### config.mk
export PLATFORM = sky130hd
export DESIGN_NAME = ball_motion_ctrl_flat
export DESIGN_NICKNAME = d
export VERILOG_FILES = /design/src/rtl/ball_motion_if.sv /design/src/rtl/ball_motion_ctrl.sv /design/src/flat_wrapper.sv
export SDC_FILE = /design/constraint.sdc
export NUM_CORES = 1
export LEC_CHECK = 0
export CELL_PAD_IN_SITES_DETAIL_PLACEMENT = 2
export CELL_PAD_IN_SITES_GLOBAL_PLACEMENT = 2
export CORE_MARGIN = 2
export CORE_UTILIZATION = 30
export CTS_CLUSTER_DIAMETER = 80
export DETAILED_ROUTE_END_ITERATION = 16
export GPL_ROUTABILITY_DRIVEN = 0
export GPL_TIMING_DRIVEN = 0
export MAX_ROUTING_LAYER = met4
export PLACE_DENSITY_LB_ADDON = 0.1
export SETUP_SLACK_MARGIN = 0.2
export SLEW_MARGIN = 20
export SYNTH_ARGS = -nofsm -noshare
export SYNTH_HDL_FRONTEND = slang
export SYNTH_SLANG_ARGS = --single-unit
### constraint.sdc
create_clock -name clk -period 2.9 [get_ports clk]
set_input_delay 0.58 -clock clk [delete_from_list [all_inputs] [get_ports clk]]
set_output_delay 0.58 -clock clk [all_outputs]
set_load 0.005 [all_outputs]
### src/rtl/ball_motion_if.sv
// ball_motion_if
// Groups the frame-update controls and the registered ball-state outputs of
// ball_motion_ctrl into one bundle.
//   start, tick, left, right, land : controls from the debouncers and the
//                                    collision checker (master -> slave)
//   x_ball, y_ball, vy, state, dead : ball state towards the renderer
//                                    (slave -> master)
// The slave modport is the motion engine; the master modport is its driver.
interface ball_motion_if #(
    parameter int X_W  = 10,
    parameter int Y_W  = 16,
    parameter int VY_W = 8
);
    logic                   start;
    logic                   tick;
    logic                   left;
    logic                   right;
    logic                   land;
    logic [X_W-1:0]         x_ball;
    logic [Y_W-1:0]         y_ball;
    logic signed [VY_W-1:0] vy;
    logic [1:0]             state;
    logic                   dead;

    modport master (
        output start, tick, left, right, land,
        input  x_ball, y_ball, vy, state, dead
    );

    modport slave (
        input  start, tick, left, right, land,
        output x_ball, y_ball, vy, state, dead
    );
endinterface

### src/rtl/ball_motion_ctrl.sv
// ball_motion_ctrl
// Registered ball-position engine for the jump game. Once per frame tick the
// ball moves horizontally from left/right requests and vertically under
// gravity, bouncing when the collision checker reports platform contact and
// dying when it falls below y = 0.
// Ports:
//   clk    : system clock, rising edge
//   reset  : asynchronous, active-low reset
//   bus    : ball_motion_if.slave
//            in : start, tick, left, right, land
//            out: x_ball, y_ball, vy (signed), state (IDLE/RISING/FALLING/DEAD),
//                 dead
module ball_motion_ctrl #(
    parameter int X_W     = 10,
    parameter int Y_W     = 16,
    parameter int VY_W    = 8,
    parameter int X_MIN   = 0,
    parameter int X_MAX   = 639,
    parameter int X_START = 320,
    parameter int Y_START = 100,
    parameter int X_STEP  = 4,
    parameter int GRAVITY = 1,
    parameter int JUMP_V  = 20,
    parameter int VY_MAX  = 24,
    parameter int WRAP_X  = 0
) (
    input  logic          clk,
    input  logic          reset,
    ball_motion_if.slave  bus
);

    typedef enum logic [1:0] {
        IDLE    = 2'd0,
        RISING  = 2'd1,
        FALLING = 2'd2,
        DEAD    = 2'd3
    } state_t;

    // Two spare bits on x keep both the borrow below X_MIN and the sign
    // visible; two on y hold y + vy without overflow plus its sign.
    localparam int XS_W = X_W + 2;
    localparam int YS_W = Y_W + 2;
    localparam int VS_W = VY_W + 1;

    localparam logic signed [VS_W-1:0] VY_FLOOR = -$signed(VS_W'(VY_MAX));

    state_t                 state_reg, state_next;
    logic [X_W-1:0]         x_reg, x_next;
    logic [Y_W-1:0]         y_reg, y_next;
    logic signed [VY_W-1:0] vy_reg, vy_next;
    logic                   dead_reg;

    logic [X_W-1:0]         x_step;
    logic signed [YS_W-1:0] y_sum;
    logic signed [VY_W-1:0] vy_step;
    logic                   vy_step_nonpos;

    // Horizontal move with saturation or wrap at the playfield edges.
    function automatic logic [X_W-1:0] step_x(
        input logic [X_W-1:0] x,
        input logic           mv_left,
        input logic           mv_right
    );
        logic signed [XS_W-1:0] sum;
        sum = $signed({2'b00, x});
        if (mv_left && !mv_right)
            sum = sum - $signed(XS_W'(X_STEP));
        else if (mv_right && !mv_left)
            sum = sum + $signed(XS_W'(X_STEP));

        if (sum < $signed(XS_W'(X_MIN)))
            step_x = (WRAP_X != 0) ? X_W'(X_MAX) : X_W'(X_MIN);
        else if (sum > $signed(XS_W'(X_MAX)))
            step_x = (WRAP_X != 0) ? X_W'(X_MIN) : X_W'(X_MAX);
        else
            step_x = sum[X_W-1:0];
    endfunction

    function automatic logic signed [YS_W-1:0] add_y(
        input logic [Y_W-1:0]         y,
        input logic signed [VY_W-1:0] v
    );
        add_y = $signed({2'b00, y}) + $signed({{(YS_W-VY_W){v[VY_W-1]}}, v});
    endfunction

    // Clips a non-negative y + vy to the top of the world.
    function automatic logic [Y_W-1:0] sat_y(input logic signed [YS_W-1:0] s);
        if (!s[YS_W-1] && (s[YS_W-2:Y_W] != '0))
            sat_y = {Y_W{1'b1}};
        else
            sat_y = s[Y_W-1:0];
    endfunction

    // Gravity with terminal fall speed.
    function automatic logic signed [VY_W-1:0] fall_vy(input logic signed [VY_W-1:0] v);
        logic signed [VS_W-1:0] d;
        d = $signed({v[VY_W-1], v}) - $signed(VS_W'(GRAVITY));
        if (d < VY_FLOOR)
            d = VY_FLOOR;
        fall_vy = d[VY_W-1:0];
    endfunction

    assign x_step         = step_x(x_reg, bus.left, bus.right);
    assign y_sum          = add_y(y_reg, vy_reg);
    assign vy_step        = fall_vy(vy_reg);
    assign vy_step_nonpos = vy_step[VY_W-1] || (vy_step == '0);

    always_comb begin
        state_next = state_reg;
        x_next     = x_reg;
        y_next     = y_reg;
        vy_next    = vy_reg;
        unique case (state_reg)
            IDLE: begin
                // start wins over a coincident tick: launch without moving.
                if (bus.start) begin
                    state_next = RISING;
                    vy_next    = VY_W'(JUMP_V);
                end
            end
            RISING: begin
                if (bus.tick) begin
                    x_next  = x_step;
                    y_next  = sat_y(y_sum);
                    vy_next = vy_step;
                    if (vy_step_nonpos)
                        state_next = FALLING;
                end
            end
            FALLING: begin
                if (bus.tick) begin
                    if (bus.land) begin
                        // Bounce: keep height, relaunch upward.
                        x_next     = x_step;
                        vy_next    = VY_W'(JUMP_V);
                        state_next = RISING;
                    end else if (y_sum[YS_W-1]) begin
                        // Fell through the floor: freeze x, pin to ground.
                        y_next     = '0;
                        vy_next    = '0;
                        state_next = DEAD;
                    end else begin
                        x_next  = x_step;
                        y_next  = sat_y(y_sum);
                        vy_next = vy_step;
                    end
                end
            end
            DEAD: begin
                if (bus.start) begin
                    x_next     = X_W'(X_START);
                    y_next     = Y_W'(Y_START);
                    vy_next    = VY_W'(JUMP_V);
                    state_next = RISING;
                end
            end
            default: state_next = IDLE;
        endcase
    end

    always_ff @(posedge clk or negedge reset) begin
        if (!reset) begin
            state_reg <= IDLE;
            x_reg     <= X_W'(X_START);
            y_reg     <= Y_W'(Y_START);
            vy_reg    <= '0;
            dead_reg  <= 1'b0;
        end else begin
            state_reg <= state_next;
            x_reg     <= x_next;
            y_reg     <= y_next;
            vy_reg    <= vy_next;
            dead_reg  <= (state_next == DEAD);
        end
    end

    assign bus.x_ball = x_reg;
    assign bus.y_ball = y_reg;
    assign bus.vy     = vy_reg;
    assign bus.state  = state_reg;
    assign bus.dead   = dead_reg;

endmodule

### src/flat_wrapper.sv
// flat-port wrapper written by rule: the top's interface ports become plain ports
module ball_motion_ctrl_flat 
#(
    parameter int X_W     = 10,
    parameter int Y_W     = 16,
    parameter int VY_W    = 8,
    parameter int X_MIN   = 0,
    parameter int X_MAX   = 639,
    parameter int X_START = 320,
    parameter int Y_START = 100,
    parameter int X_STEP  = 4,
    parameter int GRAVITY = 1,
    parameter int JUMP_V  = 20,
    parameter int VY_MAX  = 24,
    parameter int WRAP_X  = 0
)
  (clk, reset, bus_start, bus_tick, bus_left, bus_right, bus_land, bus_x_ball, bus_y_ball, bus_vy, bus_state, bus_dead);
  ball_motion_if #(.X_W(X_W), .Y_W(Y_W), .VY_W(VY_W)) bus_i ();
  input  logic clk;
  input  logic reset;
  input wire logic [$bits(bus_i.start)-1:0] bus_start;
  input wire logic [$bits(bus_i.tick)-1:0] bus_tick;
  input wire logic [$bits(bus_i.left)-1:0] bus_left;
  input wire logic [$bits(bus_i.right)-1:0] bus_right;
  input wire logic [$bits(bus_i.land)-1:0] bus_land;
  output wire logic [$bits(bus_i.x_ball)-1:0] bus_x_ball;
  output wire logic [$bits(bus_i.y_ball)-1:0] bus_y_ball;
  output wire logic [$bits(bus_i.vy)-1:0] bus_vy;
  output wire logic [$bits(bus_i.state)-1:0] bus_state;
  output wire logic [$bits(bus_i.dead)-1:0] bus_dead;
  assign bus_i.start = bus_start;
  assign bus_i.tick = bus_tick;
  assign bus_i.left = bus_left;
  assign bus_i.right = bus_right;
  assign bus_i.land = bus_land;
  assign bus_x_ball = bus_i.x_ball;
  assign bus_y_ball = bus_i.y_ball;
  assign bus_vy = bus_i.vy;
  assign bus_state = bus_i.state;
  assign bus_dead = bus_i.dead;
  ball_motion_ctrl #(.X_W(X_W), .Y_W(Y_W), .VY_W(VY_W), .X_MIN(X_MIN), .X_MAX(X_MAX), .X_START(X_START), .Y_START(Y_START), .X_STEP(X_STEP), .GRAVITY(GRAVITY), .JUMP_V(JUMP_V), .VY_MAX(VY_MAX), .WRAP_X(WRAP_X)) u_core (.clk(clk), .reset(reset), .bus(bus_i));
endmodule
==> flow_metrics.env <==
export IMPL_status="complete, but fails checks"
export IMPL_violations="negative setup slack"
export IMPL_met3_usage_pct=3.46
export IMPL_clockBufferDepth=2
export IMPL_slew_viol_final=0
export IMPL_row_count=38
export IMPL_use_met1_pct=28.3
export IMPL_synth_top_cell_area_share_pct=22.7
export IMPL_grt_busiest_layer="met2"
export IMPL_fillers=1193
export IMPL_dp_cells=596
export IMPL_io_buffers=43
export IMPL_pre_cts_slack_ns=-0.389
export IMPL_power_leakage_nw=1.96
export IMPL_die_x_um=111
export IMPL_clk_pin_slew_ns=0.07
export IMPL_grt_antenna_before_repair=0
export IMPL_cts_inserted_buffers=5
export IMPL_antenna_diode_count=0
export IMPL_hp_class="input pin to asynchronous set/reset pin"
export IMPL_reg2reg_depth=10
export IMPL_grt_usage_pct=22.5
export IMPL_crit_path_max_fanout=6
export IMPL_cts_sinks=36
export IMPL_drc_errors=0
export IMPL_final_cell_mix="40 x clkdlybuf4s50_1, 31 x a21oi_1, 29 x nor2_1, 28 x dfrtp_1"
export IMPL_coreArea_mm2=0.0110
export IMPL_synth_seq_cells=36
export IMPL_hold_worst_slack_ns=0.247
export IMPL_slew_limit_headroom_pct=42.3
export IMPL_drv_cap=0
export IMPL_synth_largest_area_cell="dfrtp_1"
export IMPL_skew_ns=0.0127
export IMPL_yosys_most_used_dff="dfrtp_1"
export IMPL_rsz0062_at_grt="yes"
export IMPL_met2_usage_pct=37.9
export IMPL_grt_max_degree=20
export IMPL_dp_hpwl_um=8850
export IMPL_crit_path_start_kind="flop"
export IMPL_die_area_mm2=0.0122
export IMPL_synthCells=412
export IMPL_drt_initial_drc_count=113
export IMPL_grt_pass1_wl_um=21600
export IMPL_max_freq_ghz=0.340
export IMPL_synth_area_mm2=0.00341
export IMPL_synth_distinct_cells=81
export IMPL_synth_warnings=0
export IMPL_r2r_start="u_core.bus.vy[7]$_DFFE_PN0P_"
export IMPL_cp_end_kind="flop"
export IMPL_routed_wl_um=13500
export IMPL_area_growth_pct=46.1
export IMPL_critPathRequiredTime_ns=3.08
export IMPL_cts_tree="built"
export IMPL_hold_viol_final=0
export IMPL_layout_commonest_cell="clkdlybuf4s50_1"
export IMPL_powerDensity_mw_per_mm2=1280
export IMPL_wl_per_cell_um=21.3
export IMPL_dpl_cell_area_mm2=0.00408
export IMPL_finalCriticalPeriod_ns=2.94
export IMPL_start_util_pct=31.1
export IMPL_clock_root_buffer="clkbuf_16"
export IMPL_synth_nets=445
export IMPL_first_pass_iters=6
export IMPL_routed_via_density=5.75
export IMPL_ios=44
export IMPL_synth_edff_count=0
export IMPL_cts_htree_levels=2
export IMPL_design_area_mm2=0.00498
export IMPL_timing_final_crit_share_pct=101
export IMPL_clock_latency_ns=0.30
export IMPL_die_h_um=111
export IMPL_largest_reg_flops=16
export IMPL_nNetsFinal=526
export IMPL_async_flop_share_pct=100
export IMPL_yosysSeqAreaShare_pct=26.6
export IMPL_total_power_mw=6.37
export IMPL_setup_ws_ns=-0.0400
export IMPL_layout_cells_non_filler=634
export IMPL_setup_viol=5
export IMPL_synth_area_top_cells="dfrtp_1 23%, ha_1 9.2%, a21oi_1 4.8%"
export IMPL_dr_total_vias=3644
export IMPL_reg2reg_slack_ns=-0.04
export IMPL_post_route_util_pct=45.4
export IMPL_criticalPathCategory="flop to flop"
export IMPL_syn_avg_cell_area_um2=8.28
export IMPL_worst_r2r_endpoint="u_core.bus.x_ball[9]$_DFFE_PN0P_"
export IMPL_fin_tns_setup_ns=-0.131
export IMPL_grt_pass1_vias=3985
export IMPL_tightestPinTransition_ns=0.859
export IMPL_ant_nets=0
export IMPL_overflow=0
export IMPL_worstPathArrival_ns=3.12
export IMPL_vdd_drop_max_v=0.000736
export IMPL_drive_above_1_share_pct=29.4
-- area by class of cell --
type                       count  area (µm²)  area share, %
buffer                        14        90.1           1.81
clock buffer                   8         156           3.14
inverter                      22        82.6           1.66
multi-input combinational    339        2830           56.9
sequential                    36         913           18.3
tap                          140         175           3.52
timing repair buffer          75         732           14.7
-- logic make-up after synthesis --
family          synth area share, %
compound gates                 30.7
simple gates                   22.6
buf+inv                        4.77
flops                          26.6
fa+ha+maj                      9.76
xor+xnor                       3.34
mux                            2.20
-- timing repair --
item | 4_1_cts | 5_1_grt
gates cloned | 1 | 0
pin swaps | 35 | 17
hold buffers | 0 | 0
setup endpoints to repair | 36 | 36
setup buffers | 23 | 7
hold endpoints to repair | 0 | 0
resized for setup | 72 | 45
-- synthesized netlist by cell type (3+ instances only) --
library cell and number:
o21a_1 4, nor3b_1 6, o21ai_0 23, a31oi_1 13
inv_1 22, clkbuf_1 8, nor3_1 22, a211oi_1 4
mux2_2 4, a21o_1 4, and3_1 3, buf_4 4
nor2_1 32, nand2_1 27, or4_1 3, ha_1 25
o211ai_1 4, a22oi_1 3, o22a_1 4, a21oi_1 33
and2_1 4, mux2i_1 3, o21bai_1 3, nand3_1 5
nor2b_1 6, o21ai_1 12, or2_2 3, dfrtp_1 31
o31ai_1 7, o2111ai_1 3, o41ai_1 3, or3_1 4
dfstp_2 5, nand2b_1 7, xnor2_1 12, a31o_2 3
-- critical path: stages (launching register included) --
cell and delay, ns:
dfrtp_4 0.56, buf_8 0.17, ha_4 0.16, a2111o_1 0.44, a31oi_4 0.25, buf_6 0.14, o2bb2ai_4 0.07, nor2_4 0.13
mux2_4 0.34, nor2_4 0.22, mux2_4 0.33
-- worst max-delay path by stage --
| stage | start | end | slack [ns] | depth (start not counted) |
|---|---|---|---|---|
| final | u_core.bus.vy[7]$_DFFE_PN0P_ | u_core.bus.x_ball[9]$_DFFE_PN0P_ | -0.04 | 10 |
| after global routing | u_core.bus.vy[7]$_DFFE_PN0P_ | u_core.bus.x_ball[9]$_DFFE_PN0P_ | -0.08 | 10 |
| after CTS | u_core.bus.vy[7]$_DFFE_PN0P_ | u_core.bus.x_ball[7]$_DFFE_PN0P_ | 0.02 | 9 |
| after detailed placement | bus_right | u_core.bus.x_ball[2]$_DFFE_PN0P_ | -0.39 | 9 |
| after global placement | u_core.bus.vy[7]$_DFFE_PN0P_ | u_core.bus.y_ball[13]$_DFFE_PN0P_ | -0.31 | 9 |
| after floorplan | u_core.bus.vy[7]$_DFFE_PN0P_ | u_core.bus.y_ball[13]$_DFFE_PN0P_ | 0.16 | 9 |
-- metal layers --
metal	vias up	part of all wire, %
li1	1716	-
met1	1866	44
met2	53	53
met3	9	1.9
met4	0	0.91
met5	-	0
-- power breakdown --
part	switching, mW	internal, mW
clock	0.243	0.367
combinational	2.50	2.17
sequential	0.337	0.754
total	3.08	3.29
No activity file was read; power rests on OpenSTA's default activity.
==> RTL change 1, RTL diff (same settings) <==
`X_W` is set to 10 in 3 places; all go to 5.
--- a/src/rtl/ball_motion_if.sv
+++ b/src/rtl/ball_motion_if.sv
@@ -8,5 +8,5 @@
 // The slave modport is the motion engine; the master modport is its driver.
 interface ball_motion_if #(
-    parameter int X_W  = 10,
+    parameter int X_W  = 5,
     parameter int Y_W  = 16,
     parameter int VY_W = 8
--- a/src/rtl/ball_motion_ctrl.sv
+++ b/src/rtl/ball_motion_ctrl.sv
@@ -12,5 +12,5 @@
 //                 dead
 module ball_motion_ctrl #(
-    parameter int X_W     = 10,
+    parameter int X_W     = 5,
     parameter int Y_W     = 16,
     parameter int VY_W    = 8,
--- a/src/flat_wrapper.sv
+++ b/src/flat_wrapper.sv
@@ -2,5 +2,5 @@
 module ball_motion_ctrl_flat 
 #(
-    parameter int X_W     = 10,
+    parameter int X_W     = 5,
     parameter int Y_W     = 16,
     parameter int VY_W    = 8,
Ports: changed (resized bus_x_ball); port bits go from 44 to 39. The function was not compared with the original's and may differ.
==> RTL change 1 against the unedited design <==
Clock power is 32% lower; sequential cell count is 5 lower; utilization is 2.3 points lower; final area is 24% lower; power is 27% lower; synthesized cell count is 19% lower; clock skew is 3.9 ps lower; setup slack better by 320 ps; synthesized area is 19% lower; via count is 24% lower; routed wire length is 27% lower; global-route usage is 2.1 points lower.
==> RTL change 1: results <==
[detailed_routing]
drtIter0Drc = 55
num_vias = 2758
first_pass_iters = 4
wirelength_um = 9810

[setup_path]
regToRegEndpoint = u_core.bus.x_ball[0]
crit_fanout = 6
depth_of_the_worst_register_to_register_path = 10
crit_start = u_core.bus.vy[7]
critPathArrivalTime_ps = 2840
ff2ff_setup_slack_ps = 280
crit_type = reg2reg

[place]
dpl.cell_count = 482
placement.setup.worst_slack_ps = -126
placedInstanceArea_um2 = 3280
detailed_place_hpwl_um = 6800
port_buffer_count = 38

[yosys]
netlist_top_cells_area = dfrtp_1 (26%), ha_1 (12%), nor2_1 (5.9%), a21oi_1 (4.4%), nand2_1 (4.1%)
syn-num-nets = 370
yosys_most_used_dff = dfrtp_1
synth-compound-area-share_pct = 26.2
post_synth_fa_ha_maj_area_fraction_pct = 13.0
synth_xor_xnor_area_share_pct = 5.79
yosysSeqAreaShare_pct = 28.4
async_reset_ff_share_pct = 100
synthMuxAreaShare_pct = 1.09
yosys-top-cells-count = nor2_1 (43), nand2_1 (30), dfrtp_1 (28)
yosys.cell_types.count = 56
yosys_warnings = 0
syn_avg_cell_area_um2 = 8.20

[sta]
post-route-period-util_pct = 90.3
hold_slack_ps = 165
max-slew-margin-rel_pct = 41.1
worst_clock_skew_ps = 8.76

[power]
irDropWorstVdd_v = 0.000598
leakagePower_nw = 1.55
internal-power_mw = 2.43

[hold_path]
worst_hold_path_type = in2async

[grt]
grt_start_max_net_pins = 23
track_usage_pct = 20.4
first_global_vias = 3002
grt_pass1_wl_um = 15700
grt_antenna_before_repair = 0

[cts]
insertion_delay_ps = 300
cts-root-to-sink-buffers = 2
total_clock_buffers_created_by_cts = 5
clkSlewWorstSetupHoldPaths_ps = 80
root_cell_of_the_clock_tree = clkbuf_8
ctsHtreeMaxLevel = 2

[run_status]
run_status = completed

[final_layout]
num_antenna_cells = 0
nNetsFinal = 433
post_route_cells_drive_above_1_share_pct = 23.8
stdcell_count = 507
largest_reg_flops = 16
## RTL change 1: cell count changes after synthesis, sizes merged, moves of 6 or more
| cell | change |
|---|---|
| a21oi | -9 |
| a31oi | -9 |
| nor3 | -12 |
| nor2 | +9 |
| nor3b | -6 |
## RTL change 1: layer usage
metal  track usage (%)  vias up  wire, um
li1                  -     1330         -
met1              26.5     1387      4750
met2              33.4       34      4800
met3              3.16        7       185
met4              4.74        0        71
met5                 -        -         0
## RTL change 1: power groups by stage
stage / Clock (mW) / Combinational, mW / Sequential, mW
after floorplan: 0 / 1.83 / 0.842
after global placement: 0 / 2.71 / 0.892
after detailed placement: 0 / 2.79 / 0.904
after CTS: 0.426 / 2.96 / 0.893
after global routing: 0.442 / 3.70 / 0.954
final: 0.413 / 3.32 / 0.924
## RTL change 1: repair_timing
action	4_1_cts	5_1_grt
buffers inserted	6	11
setup endpoints to repair	29	29
gates resized for setup	20	49
endpoints found under the hold margin	0	0
pin swaps	6	13
## RTL change 1: critical path: stages, from the launching register on
cell and delay, ps:
dfrtp_2 500, ha_4 210, or3_4 390, nand2b_4 150, a2bb2oi_2 130, nand3b_4 220, xnor2_4 320, o31ai_4 120
buf_4 160, o31a_1 230, o21ai_1 110
## RTL change 1: area by class of cell
class,instances,area [um2]
tap,108,135
sequential,31,788
timing repair buffer,56,527
multi-input combinational,278,2120
clock buffer,8,100
inverter,17,63.8
buffer,9,58.8
fill,979,5010
## RTL change 1: logic make-up (layout without fill, tap and decap cells)
family	count (synthesis)	after routing
xor+xnor	16	16
compound gates	110	110
mux	2	2
buf+inv	26	90
flops	31	31
fa+ha+maj	28	28
simple gates	122	122
==> RTL change 2, RTL diff (same flow settings) <==
Without the edit above. Take the reset off `vy_reg` and load it in a clocked block of its own.
--- a/src/rtl/ball_motion_ctrl.sv
+++ b/src/rtl/ball_motion_ctrl.sv
@@ -164,5 +164,4 @@
             x_reg     <= X_W'(X_START);
             y_reg     <= Y_W'(Y_START);
-            vy_reg    <= '0;
             dead_reg  <= 1'b0;
         end else begin
@@ -170,7 +169,10 @@
             x_reg     <= x_next;
             y_reg     <= y_next;
-            vy_reg    <= vy_next;
             dead_reg  <= (state_next == DEAD);
         end
+    end
+
+    always_ff @(posedge clk) begin
+        vy_reg <= vy_next;
     end
 
Behaviour: not the same (Yosys sat finds a counterexample within 4 cycles, from zero or initial values and one cycle with reset low).
==> RTL change 2 against the unedited design <==
The flow still finishes with violations (negative setup slack); via count decreased by 11%; setup slack got worse by 70 ps; sequential cell count unchanged; final area decreased by 5.9%; clock skew increased by 4.7 ps; largest power group unchanged; synthesized area decreased by 8.9%; maximum frequency decreased by 2.3%; power decreased by 3.3%; routed wire length decreased by 11%; critical endpoint is now u_core.bus.vy[0].
==> RTL change 2: results <==
[detailed_routing]
first_pass_iters = 4
wl_per_cell_um = 20.2
drtIter0Drc = 77

[final_layout]
n_multi_input_combinational_cell = 296
nNetsFinal = 489
syn_to_final_growth_pct = 50.9
layout_filler_cell_count = 1100
proportion_of_cell_area_occupied_by_multi_input_gates_pct = 51.6
non_clock_inverter_count = 16
clock_cell_area_share_pct = 2.27
post_route_cells_drive_above_1_share_pct = 31.3
n_clock_buffer = 6
fin_util_pct = 46.1
non_clock_buffer_count_in_the_final_layout = 101
stdcell_count = 593

[power]
leakagePower_nw = 1.89
power-per-cell-area_nw_per_um2 = 1310

[sta]
postLayoutSetupSlackWorst_ps = -110
totalNegativeSetupSlack_ps = -1470
max-slew-margin-rel_pct = 54.5
worst_clock_skew_ps = 17.4
setup-violations-final = 28

[yosys]
synth_xor_xnor_area_share_pct = 3.38
yosys-top-cells-count = a21oi_1 (42), nand2_1 (37), nor2_1 (30)
yosysSeqAreaShare_pct = 30.5
syn_avg_cell_area_um2 = 8.66
syn-num-nets = 392
synthMuxAreaShare_pct = 1.65
netlist_top_cells_area = dfrtp_1 (19%), ha_1 (10%), edfxtp_1 (7.7%), a21oi_1 (6.8%), nand2_1 (4.5%)
netlist_area_um2 = 3110
post_synth_fa_ha_maj_area_fraction_pct = 10.7
synth_edf_count = 8
async_reset_ff_share_pct = 77.8
synth-compound-area-share_pct = 31.1

[place]
dpl.cell_count = 538
placedInstanceArea_um2 = 3710
placement.setup.worst_slack_ps = -663

[grt]
grt_pass1_wl_um = 18600
first_global_vias = 3435
grt_start_max_net_pins = 29
track_usage_pct = 21.5

[run_status]
run_status = complete, but fails checks
failed_checks = negative setup slack

[setup_path]
critPathArrivalTime_ps = 3050
crit_fanout = 7

[cts]
clkSlewWorstSetupHoldPaths_ps = 90
cts.repair.resized = 68
post_cts_repair_timing_setup_buffer_count = 32
RTL change 2: cells by family (layout without fill, tap and decap cells):
family                     after synthesis  after routing
muxes                                    5              5
adders and majority gates               26             26
DFF                                     36             36
AOI/OAI and AO/OA                      136            136
xor gates and xnor gates                12             12
buffers and inverters                   27            125
and+or+nand+nor                        117            117
RTL change 2: power by group through the flow:
| stage | Combinational, mW | Sequential (mW) | Clock [mW] |
|---|---|---|---|
| floorplan | 2.16 | 1.07 | 0 |
| global placement | 3.08 | 1.17 | 0 |
| detailed placement | 3.19 | 1.18 | 0 |
| CTS | 4.23 | 1.10 | 0.435 |
| global route | 5.05 | 1.15 | 0.451 |
| finish | 4.62 | 1.11 | 0.424 |
RTL change 2: final timing paths:
check                           cells after the start                  from  slack [ps]               endpoint
worst min register to register                      2  u_core.bus.x_ball[6]         580   u_core.bus.x_ball[6]
worst min-delay path                                1                 reset         320  u_core.bus.y_ball[15]
max in group asynchronous                           1                 reset        2140   u_core.bus.x_ball[5]
worst max-delay path                               13      u_core.bus.vy[7]        -110       u_core.bus.vy[0]
min in group clk                                    2  u_core.bus.x_ball[6]         580   u_core.bus.x_ball[6]
worst max register to register                     13      u_core.bus.vy[7]        -110       u_core.bus.vy[0]
RTL change 2: routing by layer:
layer	part of all wire [%]	global-route usage [%]	vias up
met3	1.8	2.47	10
met4	0.83	3.76	0
li1	-	-	1531
met1	45	28.0	1655
met2	52	36.7	33
met5	0	-	-
RTL change 2: worst reg2reg max path, cell delays in order, from the launching register on:
cell       delay (ps)
edfxtp_1          450
buf_12            180
buf_8             130
ha_4              270
o211ai_1          100
buf_4             180
nor3_4            230
o2111ai_4         190
a21boi_4          280
or3_4             220
nand2_4            80
buf_6             140
a21oi_4           230
nor3_2             90
